File: src/rtl/wb_write_queue_if.sv
// wb_write_queue_if: writeback request channels, register file write port, forwarding snoop and occupancy
interface wb_write_queue_if;
    logic        aluValid;
    logic [4:0]  aluAddr;
    logic [31:0] aluData;
    logic        aluReady;
    logic        memValid;
    logic [4:0]  memAddr;
    logic [31:0] memData;
    logic        memReady;
    logic [4:0]  writeAddr;
    logic [31:0] writeData;
    logic        RegWrite;
    logic [4:0]  readAddr1;
    logic [4:0]  readAddr2;
    logic        fwdHit1;
    logic        fwdHit2;
    logic [31:0] fwdData1;
    logic [31:0] fwdData2;
    logic [2:0]  count;
    modport master (
        output aluValid, aluAddr, aluData, memValid, memAddr, memData, readAddr1, readAddr2,
        input  aluReady, memReady, writeAddr, writeData, RegWrite, fwdHit1, fwdHit2, fwdData1, fwdData2, count
    );
    modport slave (
        input  aluValid, aluAddr, aluData, memValid, memAddr, memData, readAddr1, readAddr2,
        output aluReady, memReady, writeAddr, writeData, RegWrite, fwdHit1, fwdHit2, fwdData1, fwdData2, count
    );
endinterface

File: src/rtl/wb_write_queue.sv
// wb_write_queue: in-order writeback queue merging ALU and load results; forwarding built only with WB_WRITE_QUEUE_FWD_EN
module wb_write_queue #(
    parameter int DEPTH = 4
) (
    input logic             clk,
    input logic             rst,
    wb_write_queue_if.slave bus
);
    localparam int AW = $clog2(DEPTH);
    localparam logic [AW:0] depthVal = (AW+1)'(DEPTH);
    localparam logic [AW:0] almostFull = (AW+1)'(DEPTH - 1);
    logic [4:0]    addrMem [DEPTH];
    logic [31:0]   dataMem [DEPTH];
    logic [AW-1:0] head, tail, memSlot;
    logic [AW:0]   occ;
    logic          aluEnq, memEnq, pop;
    assign bus.aluReady = occ < depthVal;
    assign bus.memReady = (occ < almostFull) || (occ < depthVal && !bus.aluValid);
    assign aluEnq = bus.aluValid && bus.aluReady && bus.aluAddr != 5'd0;
    assign memEnq = bus.memValid && bus.memReady && bus.memAddr != 5'd0;
    assign pop = occ != '0;
    assign memSlot = tail + AW'(aluEnq);
    assign bus.count = 3'(occ);
    // ALU entry lands at the tail; a same-cycle load entry goes right behind it
    always_ff @(posedge clk) begin
        if (aluEnq) begin
            addrMem[tail] <= bus.aluAddr;
            dataMem[tail] <= bus.aluData;
        end
        if (memEnq) begin
            addrMem[memSlot] <= bus.memAddr;
            dataMem[memSlot] <= bus.memData;
        end
    end
    // pointers, occupancy and the registered write port; head drains every non-empty cycle
    always_ff @(posedge clk or posedge rst) begin
        if (rst) begin
            head <= '0;
            tail <= '0;
            occ <= '0;
            bus.RegWrite <= 1'b0;
            bus.writeAddr <= 5'd0;
            bus.writeData <= 32'd0;
        end else begin
            head <= head + AW'(pop);
            tail <= memSlot + AW'(memEnq);
            occ <= occ + (AW+1)'(aluEnq) + (AW+1)'(memEnq) - (AW+1)'(pop);
            bus.RegWrite <= pop;
            if (pop) begin
                bus.writeAddr <= addrMem[head];
                bus.writeData <= dataMem[head];
            end
        end
    end
`ifdef WB_WRITE_QUEUE_FWD_EN
    logic          hit1, hit2;
    logic [31:0]   data1, data2;
    logic [AW-1:0] idx;
    // scan oldest to youngest (output register, then head onward) so later matches override
    always_comb begin
        hit1 = bus.RegWrite && bus.writeAddr == bus.readAddr1;
        hit2 = bus.RegWrite && bus.writeAddr == bus.readAddr2;
        data1 = hit1 ? bus.writeData : 32'd0;
        data2 = hit2 ? bus.writeData : 32'd0;
        idx = head;
        for (int i = 0; i < DEPTH; i++) begin
            idx = head + AW'(i);
            if ((AW+1)'(i) < occ && addrMem[idx] == bus.readAddr1) begin
                hit1 = 1'b1;
                data1 = dataMem[idx];
            end
            if ((AW+1)'(i) < occ && addrMem[idx] == bus.readAddr2) begin
                hit2 = 1'b1;
                data2 = dataMem[idx];
            end
        end
        hit1 = hit1 && bus.readAddr1 != 5'd0;
        hit2 = hit2 && bus.readAddr2 != 5'd0;
        data1 = hit1 ? data1 : 32'd0;
        data2 = hit2 ? data2 : 32'd0;
    end
    assign bus.fwdHit1 = hit1;
    assign bus.fwdHit2 = hit2;
    assign bus.fwdData1 = data1;
    assign bus.fwdData2 = data2;
`else
    logic unusedRead;
    assign unusedRead = ^{bus.readAddr1, bus.readAddr2};
    assign bus.fwdHit1 = 1'b0;
    assign bus.fwdHit2 = 1'b0;
    assign bus.fwdData1 = 32'd0;
    assign bus.fwdData2 = 32'd0;
`endif
endmodule
File: src/flat_wrapper.sv
// flat-port wrapper written by rule: the top's interface ports become plain ports
module wb_write_queue_flat 
#(
    parameter int DEPTH = 4
)
  (clk, rst, bus_aluValid, bus_aluAddr, bus_aluData, bus_memValid, bus_memAddr, bus_memData, bus_readAddr1, bus_readAddr2, bus_aluReady, bus_memReady, bus_writeAddr, bus_writeData, bus_RegWrite, bus_fwdHit1, bus_fwdHit2, bus_fwdData1, bus_fwdData2, bus_count);
  wb_write_queue_if bus_i ();
  input logic clk;
  input logic rst;
  input wire logic [$bits(bus_i.aluValid)-1:0] bus_aluValid;
  input wire logic [$bits(bus_i.aluAddr)-1:0] bus_aluAddr;
  input wire logic [$bits(bus_i.aluData)-1:0] bus_aluData;
  input wire logic [$bits(bus_i.memValid)-1:0] bus_memValid;
  input wire logic [$bits(bus_i.memAddr)-1:0] bus_memAddr;
  input wire logic [$bits(bus_i.memData)-1:0] bus_memData;
  input wire logic [$bits(bus_i.readAddr1)-1:0] bus_readAddr1;
  input wire logic [$bits(bus_i.readAddr2)-1:0] bus_readAddr2;
  output wire logic [$bits(bus_i.aluReady)-1:0] bus_aluReady;
  output wire logic [$bits(bus_i.memReady)-1:0] bus_memReady;
  output wire logic [$bits(bus_i.writeAddr)-1:0] bus_writeAddr;
  output wire logic [$bits(bus_i.writeData)-1:0] bus_writeData;
  output wire logic [$bits(bus_i.RegWrite)-1:0] bus_RegWrite;
  output wire logic [$bits(bus_i.fwdHit1)-1:0] bus_fwdHit1;
  output wire logic [$bits(bus_i.fwdHit2)-1:0] bus_fwdHit2;
  output wire logic [$bits(bus_i.fwdData1)-1:0] bus_fwdData1;
  output wire logic [$bits(bus_i.fwdData2)-1:0] bus_fwdData2;
  output wire logic [$bits(bus_i.count)-1:0] bus_count;
  assign bus_i.aluValid = bus_aluValid;
  assign bus_i.aluAddr = bus_aluAddr;
  assign bus_i.aluData = bus_aluData;
  assign bus_i.memValid = bus_memValid;
  assign bus_i.memAddr = bus_memAddr;
  assign bus_i.memData = bus_memData;
  assign bus_i.readAddr1 = bus_readAddr1;
  assign bus_i.readAddr2 = bus_readAddr2;
  assign bus_aluReady = bus_i.aluReady;
  assign bus_memReady = bus_i.memReady;
  assign bus_writeAddr = bus_i.writeAddr;
  assign bus_writeData = bus_i.writeData;
  assign bus_RegWrite = bus_i.RegWrite;
  assign bus_fwdHit1 = bus_i.fwdHit1;
  assign bus_fwdHit2 = bus_i.fwdHit2;
  assign bus_fwdData1 = bus_i.fwdData1;
  assign bus_fwdData2 = bus_i.fwdData2;
  assign bus_count = bus_i.count;
  wb_write_queue #(.DEPTH(DEPTH)) u_core (.clk(clk), .rst(rst), .bus(bus_i));
endmodule
File: config.mk
export PLATFORM = sky130hd
export DESIGN_NAME = wb_write_queue_flat
export DESIGN_NICKNAME = d
export VERILOG_FILES = /design/src/rtl/wb_write_queue_if.sv /design/src/rtl/wb_write_queue.sv /design/src/flat_wrapper.sv
export SDC_FILE = /design/constraint.sdc
export NUM_CORES = 1
export LEC_CHECK = 0
export ABC_CLOCK_PERIOD_IN_PS = 9300
export CORE_AREA = 5 5 147 163
export CTS_CLUSTER_SIZE = 30
export DETAILED_ROUTE_END_ITERATION = 8
export DIE_AREA = 0 0 152 168
export DONT_BUFFER_PORTS = 1
export GPL_TIMING_DRIVEN = 0
export PLACE_DENSITY = 0.66
export SLEW_MARGIN = 10
export SYNTH_ARGS = -nofsm -noshare
export SYNTH_HDL_FRONTEND = slang
export SYNTH_SLANG_ARGS = --single-unit
File: constraint.sdc
create_clock -name clk -period 9.3 [get_ports clk]
set_clock_uncertainty 0.1 [all_clocks]
set_input_delay 2.325 -clock clk [delete_from_list [all_inputs] [get_ports clk]]
set_output_delay 2.325 -clock clk [all_outputs]
set_load 0.005 [all_outputs]
==> flow_summary.ini, run 1 <==
[drt]
avgViaCountPerCell = 5.07
wl_per_cell_um = 22.5
drt_first_pass_iters = 5
postRouteAntennaNets = 0
drtIter0Drc = 217
wl_um = 21300
drt_drc_violations_left = 0
num_vias = 4797

[flow_run]
cap_violations = 0

[clock_tree]
postCtsHoldBufs = 0
cts.sinks = 193
cts_tree = yes
cts.htree.levels = 4
cts_max_path_buffers = 2
ctsResizeCount = 0
clockRootBuffer = clkbuf_16
path_clk_slew_ns = 0.07
cts_buffers = 17
cts_setup_buffers = 0
clock_latency_ns = 0.43

[cells_and_area]
area_delta_synth_final_pct = 14.5
nFillCells = 1873
final_layout_size_suffix_gt1_share_pct = 54.2
diodes = 0
regArea_um2 = 5570
fin_nets = 733
multi_input_area_um2 = 3700
layout.cells.non_filler = 946

[place]
portBuffers = 0
dp.cells = 914
gp_congestion = 0.758
dp_hpwl_um = 14500

[power]
ir_drop_mv = 0.129
power_w = 0.00339
leakage_nw = 4.20
powerDensity_nw_per_um2 = 304

[global_route]
use_met2_pct = 32.0
grt.met1_usage_pct = 18.6
antenna_found_initial = 0
grt_max_degree = 38
grt_use_total_pct = 17.1
grt_util_met3_pct = 5.21
top_usage_layer = met2
grt_pass1_vias = 5338
grt_overflow = 0
grt_pass1_wl_um = 33000

[synth]
synthArstFlopShare_pct = 23.3
synth-edff-count = 148
ys_seq_elements = 193
syn_area_um2 = 9730
yosys_warnings = 0
yosysUniqueCellTypes = 28
ys_seq_area_share_pct = 57.3
post_synth_mux_area_share_pct = 32.2
synth_flop_cell = edfxtp_1
synth_xor_area_share_pct = 0.450
syn_area_per_cell_um2 = 17.7
synth_fa_ha_area_share_pct = 1.05
synth_compound_area_share_pct = 0.708
synth-simple-area-share_pct = 0.708
synth_top_family_by_area = multiplexers
netlist_instances = 549

[timing]
layout_min_cycle_time_ns = 5.07
setup-tns-final_ns = 0
fin_crit_sh_pct = 54.5
worst_pin_slew_ns = 0.789
worst_hold_slack_ns = 0.419
finalSetupViolations = 0
fmax_mhz = 197
hold_viol = 0
slew_headroom_pct = 47.4
rsz0062_at_grt = false
slew_violations = 0

[critical_path]
path_buf_inv = 0
reg2reg_slack_ns = 5.63
critPathTopFamily = compound AO/OA/AOI/OAI gates
end_kind = output port
worstPathArrival_ns = 2.65
cp_cell_sequence = a31oi_1
crit_type = in2out
worst_ep_required_time_ns = 6.88
cpMaxStageDelayCell = a31oi_1
crit_fanout = 2
cp-start-kind = primary input
slowest_delay_ns = 0.32

[floorplanning]
core_area_um2 = 22000
die_height_um = 168
start_util_pct = 44.3
die_area_um2 = 25500
ios = 197
num_rows = 57
die_x_um = 152

[min_path]
holdCritPathClass = reg2reg

[run_status]
outcome = completed
## synth_stat cells (all sizes together), types with 2 or more instances
| cell | count | area (µm²) |
|---|---|---|
| a31o | 2 | 17.5 |
| mux2 | 185 | 2300 |
| xnor2 | 2 | 17.5 |
| nor3 | 3 | 25.0 |
| inv | 11 | 41.3 |
| edfxtp | 148 | 4440 |
| ha | 5 | 62.6 |
| clkbuf | 8 | 30.0 |
| nor2 | 2 | 12.5 |
| buf | 85 | 666 |
| mux4 | 37 | 833 |
| nand2 | 2 | 7.51 |
| xor2 | 3 | 26.3 |
| fa | 2 | 40.0 |
| dfrtp | 45 | 1130 |
## final cells by class
class                           instances  area share (%)
Buffer                                 93            6.25
Clock buffer                           18            3.85
Clock inverter                         14            1.79
Inverter                               11           0.371
Multi-Input combinational cell        317            33.3
Sequential cell                       193            50.0
Tap cell                              295            3.31
Timing Repair Buffer                    5            1.17
## power breakdown
| part | switching [W] | internal [W] | leakage [nW] |
|---|---|---|---|
| registers | 0.000131 | 0.00129 | 1.88 |
| clock network | 0.000332 | 0.000456 | 0.307 |
| logic | 0.000562 | 0.000618 | 2.01 |
## path summary, 6_finish.rpt
kind | startpoint | to | cells past startpoint
max reg2reg | u_core.bus.count[2]$_DFF_PP0_ | u_core.bus.count[1]$_DFF_PP0_ | 8
max in group asynchronous | rst | u_core.bus.count[2]$_DFF_PP0_ | 2
min reg2reg | u_core.head[0]$_DFF_PP0_ | u_core.head[0]$_DFF_PP0_ | 1
min | u_core.head[0]$_DFF_PP0_ | u_core.head[0]$_DFF_PP0_ | 1
min in group asynchronous | rst | u_core.bus.writeData[17]$_DFFE_PP0N_ | 1
max | bus_aluValid | bus_memReady | 1
## cells by family after synthesis
logic type,count (synthesis)
compound gates,7
mux,222
flops,193
buf+inv,104
other cells,1
simple gates,10
xor+xnor,5
fa+ha+maj,7
## layout by cell type (no fill, tap or decap), drive strengths merged, types with 3 or more instances in the layout
cell | Yosys | layout
mux2 | 185 | 185
edfxtp | 148 | 148
buf | 85 | 90
conb | 1 | 66
dfrtp | 45 | 45
mux4 | 37 | 37
clkbuf | 8 | 26
inv | 11 | 17
ha | 5 | 5
bufinv | 0 | 4
xor2 | 3 | 3
nor3 | 3 | 3
clkinv | 0 | 3
## registers in the layout, indices dropped and copies added (netlist names)
signal and count:
u_core.addrMem 20, u_core.dataMem 128, u_core.bus.count 3, u_core.bus.writeAddr 5, u_core.bus.writeData 32, u_core.bus.RegWrite 1, u_core.head 2, u_core.tail 2
## stage by stage
step                cell area (µm²)  utilization [%]  setup slack (ns)
floorplan                      9970                -              3.29
global placement              10300             47.1              1.37
detailed placement            10500             47.9              3.80
CTS                           11100             50.7              4.23
global route                  11100             50.7              4.12
finish                        11100             50.7              4.23
## routing by layer
| layer | share of wire [%] | routed length, µm |
|---|---|---|
| met4 | 1.4 | 290 |
| met1 | 36 | 7680 |
| met5 | 0 | 0 |
| met3 | 6.3 | 1330 |
| met2 | 56 | 12000 |
(Power assumes the default switching activity.)
==> run 2, diff against run 1 <==
--- a/config.mk
+++ b/config.mk
@@ -5,14 +5,14 @@
 export SDC_FILE = /design/constraint.sdc
 export NUM_CORES = 1
 export LEC_CHECK = 0
-export ABC_CLOCK_PERIOD_IN_PS = 9300
+export ABC_CLOCK_PERIOD_IN_PS = 4300
 export CORE_AREA = 5 5 147 163
 export CTS_CLUSTER_SIZE = 30
 export DETAILED_ROUTE_END_ITERATION = 8
 export DIE_AREA = 0 0 152 168
 export DONT_BUFFER_PORTS = 1
 export GPL_TIMING_DRIVEN = 0
-export PLACE_DENSITY = 0.66
+export PLACE_DENSITY = 0.68
 export SLEW_MARGIN = 10
 export SYNTH_ARGS = -nofsm -noshare
 export SYNTH_HDL_FRONTEND = slang
==> constraint.sdc (replaced) <==
create_clock -name clk -period 4.3 [get_ports clk]
set_clock_uncertainty 0.1 [all_clocks]
set_input_delay 1.075 -clock clk [delete_from_list [all_inputs] [get_ports clk]]
set_output_delay 1.075 -clock clk [all_outputs]
set_load 0.005 [all_outputs]
==> run 2 against run 1 <==
Register-to-register slack got worse by 5.1 ns. Hold slack worse by 0.0019 ns. Cell count is 0.11% lower. First-iteration DRC count is 18% lower. Total power rose by 110%. Core utilization fell by 0.22 points. Largest cell class unchanged.
==> flow_summary.ini, run 2 (synthesis gave the netlist of run 1 again) <==
[run_status]
outcome = completed

[power]
ir_drop_mv = 0.343
leakage_nw = 4.18
powerDensity_nw_per_um2 = 652
p_sw_w = 0.00223
p_clk_share_pct = 22.7
seqPwrFrac_pct = 42.5
switching_share_pct = 30.9
internal_power_w = 0.00500
p_comb_share_pct = 34.8

[critical_path]
cp_cell_sequence = nor3_1 > clkbuf_1 > clkbuf_1 > inv_1 > ha_1 > fa_1 > inv_1 > fa_1
end_kind = flip-flop
slowest_delay_ns = 0.64
crit_fanout = 10
worst_ep_required_time_ns = 4.51
cp-start-kind = flip-flop
cpMaxStageDelayCell = clkbuf_1
crit_type = reg2reg
worstPathArrival_ns = 4.00

[drt]
wl_per_cell_um = 22.4
avgViaCountPerCell = 5.08
drtIter0Drc = 179
postRouteAntennaNets = 0
num_vias = 4802
wl_um = 21200
drt_drc_violations_left = 0
drt_first_pass_iters = 4

[clock_tree]
cts_buffers = 17
path_clk_slew_ns = 0.07
cts.sinks = 193
cts_setup_buffers = 0
clockRootBuffer = clkbuf_16
clock_latency_ns = 0.43
cts_max_path_buffers = 2
cts.htree.levels = 4
ctsResizeCount = 0
cts_tree = yes
postCtsHoldBufs = 0

[place]
dp.cells = 913
portBuffers = 0
dp_hpwl_um = 14600
gp_congestion = 0.748

[global_route]
grt_use_total_pct = 16.9
grt.met1_usage_pct = 18.5
use_met2_pct = 30.6
grt_util_met3_pct = 6.01
top_usage_layer = met2
grt_pass1_vias = 5391
antenna_found_initial = 0
grt_pass1_wl_um = 32400
grt_max_degree = 38
grt_overflow = 0

[cells_and_area]
fin_nets = 732
final_common_cell = edfxtp_1
largestRegisters = u_core.dataMem (128), u_core.bus.writeData (32), u_core.addrMem (20)
final_cell_mix = edfxtp_1, mux2_2, buf_4, conb_1, mux2_4
diodes = 0
final_layout_size_suffix_gt1_share_pct = 54.5
area_delta_synth_final_pct = 14.0
layout.cells.non_filler = 945
finish.utilization_pct = 50.5
largest_register = u_core.dataMem
nFillCells = 1858
largest_reg_flops = 128

[floorplanning]
start_util_pct = 44.3
die_area_um2 = 25500
die_height_um = 168
num_rows = 57
die_x_um = 152
core_area_um2 = 22000
ios = 197

[timing]
finalSetupViolations = 0
fmax_mhz = 264
fin_crit_sh_pct = 88.2
layout_min_cycle_time_ns = 3.79
slew_headroom_pct = 45.7
hold_viol = 0
rsz0062_at_grt = false
slew_violations = 0
worst_pin_slew_ns = 0.815

[flow_run]
cap_violations = 0

[min_path]
holdCritPathClass = reg2reg
run 2: layer usage:
layer | share of wire (%) | routed length (µm)
met3 | 7.0 | 1490
met5 | 0 | 0
met2 | 54 | 11500
met4 | 1.8 | 378
met1 | 37 | 7790
run 2: worst max-delay path, delay by kind of cell (launching register included):
family	cells	cell delay (ns)
buf+inv	4	1.55
fa+ha+maj	3	1.13
simple gates	1	0.46
flops	1	0.42
run 2: area by class of cell:
cell class | count | area (µm²) | area share, %
plain buffers | 93 | 696 | 6.27
clock buffers | 18 | 439 | 3.96
clock inverters | 14 | 175 | 1.58
inverters | 11 | 41.3 | 0.372
multi-input cells | 317 | 3700 | 33.4
flip-flops and latches | 193 | 5570 | 50.2
well taps | 295 | 369 | 3.33
repair buffers | 4 | 95.1 | 0.857
run 2: through the flow:
step	hold slack (ns)	worst slack [ns]	setup TNS [ns]	total power, W	cell area, µm²
2_1_floorplan	0.373	0.117	0	0.00493	9980
3_3_place_gp	0.386	-1.25	-84.33	0.00552	10300
3_5_place_dp	0.405	-0.167	-10.87	0.00570	10500
4_1_cts	0.421	0.295	0	0.00734	11100
5_1_grt	0.432	0.314	0	0.00763	11100
6_report	0.417	0.507	0	0.00723	11100
run 2: worst paths after layout:
path                                               startpoint                              endpoint  cells past startpoint  slack [ns]
min in group asynchronous                                 rst   u_core.bus.writeData[6]$_DFFE_PP0N_                      1        0.47
worst min register to register       u_core.head[0]$_DFF_PP0_              u_core.head[0]$_DFF_PP0_                      1        0.42
worst max-delay path            u_core.bus.count[2]$_DFF_PP0_         u_core.bus.count[1]$_DFF_PP0_                      8        0.51
max in group asynchronous                                 rst  u_core.bus.writeData[17]$_DFFE_PP0N_                      2        3.07
worst min-delay path                 u_core.head[0]$_DFF_PP0_              u_core.head[0]$_DFF_PP0_                      1        0.42
worst max register to register  u_core.bus.count[2]$_DFF_PP0_         u_core.bus.count[1]$_DFF_PP0_                      8        0.51
run 2: power by group through the flow:
| stage | Sequential [W] | Clock [W] | Combinational (W) |
|---|---|---|---|
| after global placement | 0.00312 | 0 | 0.00240 |
| final | 0.00308 | 0.00164 | 0.00251 |
| after global routing | 0.00314 | 0.00176 | 0.00274 |
| after CTS | 0.00310 | 0.00167 | 0.00256 |
| after floorplan | 0.00301 | 0 | 0.00192 |
| after detailed placement | 0.00314 | 0 | 0.00256 |
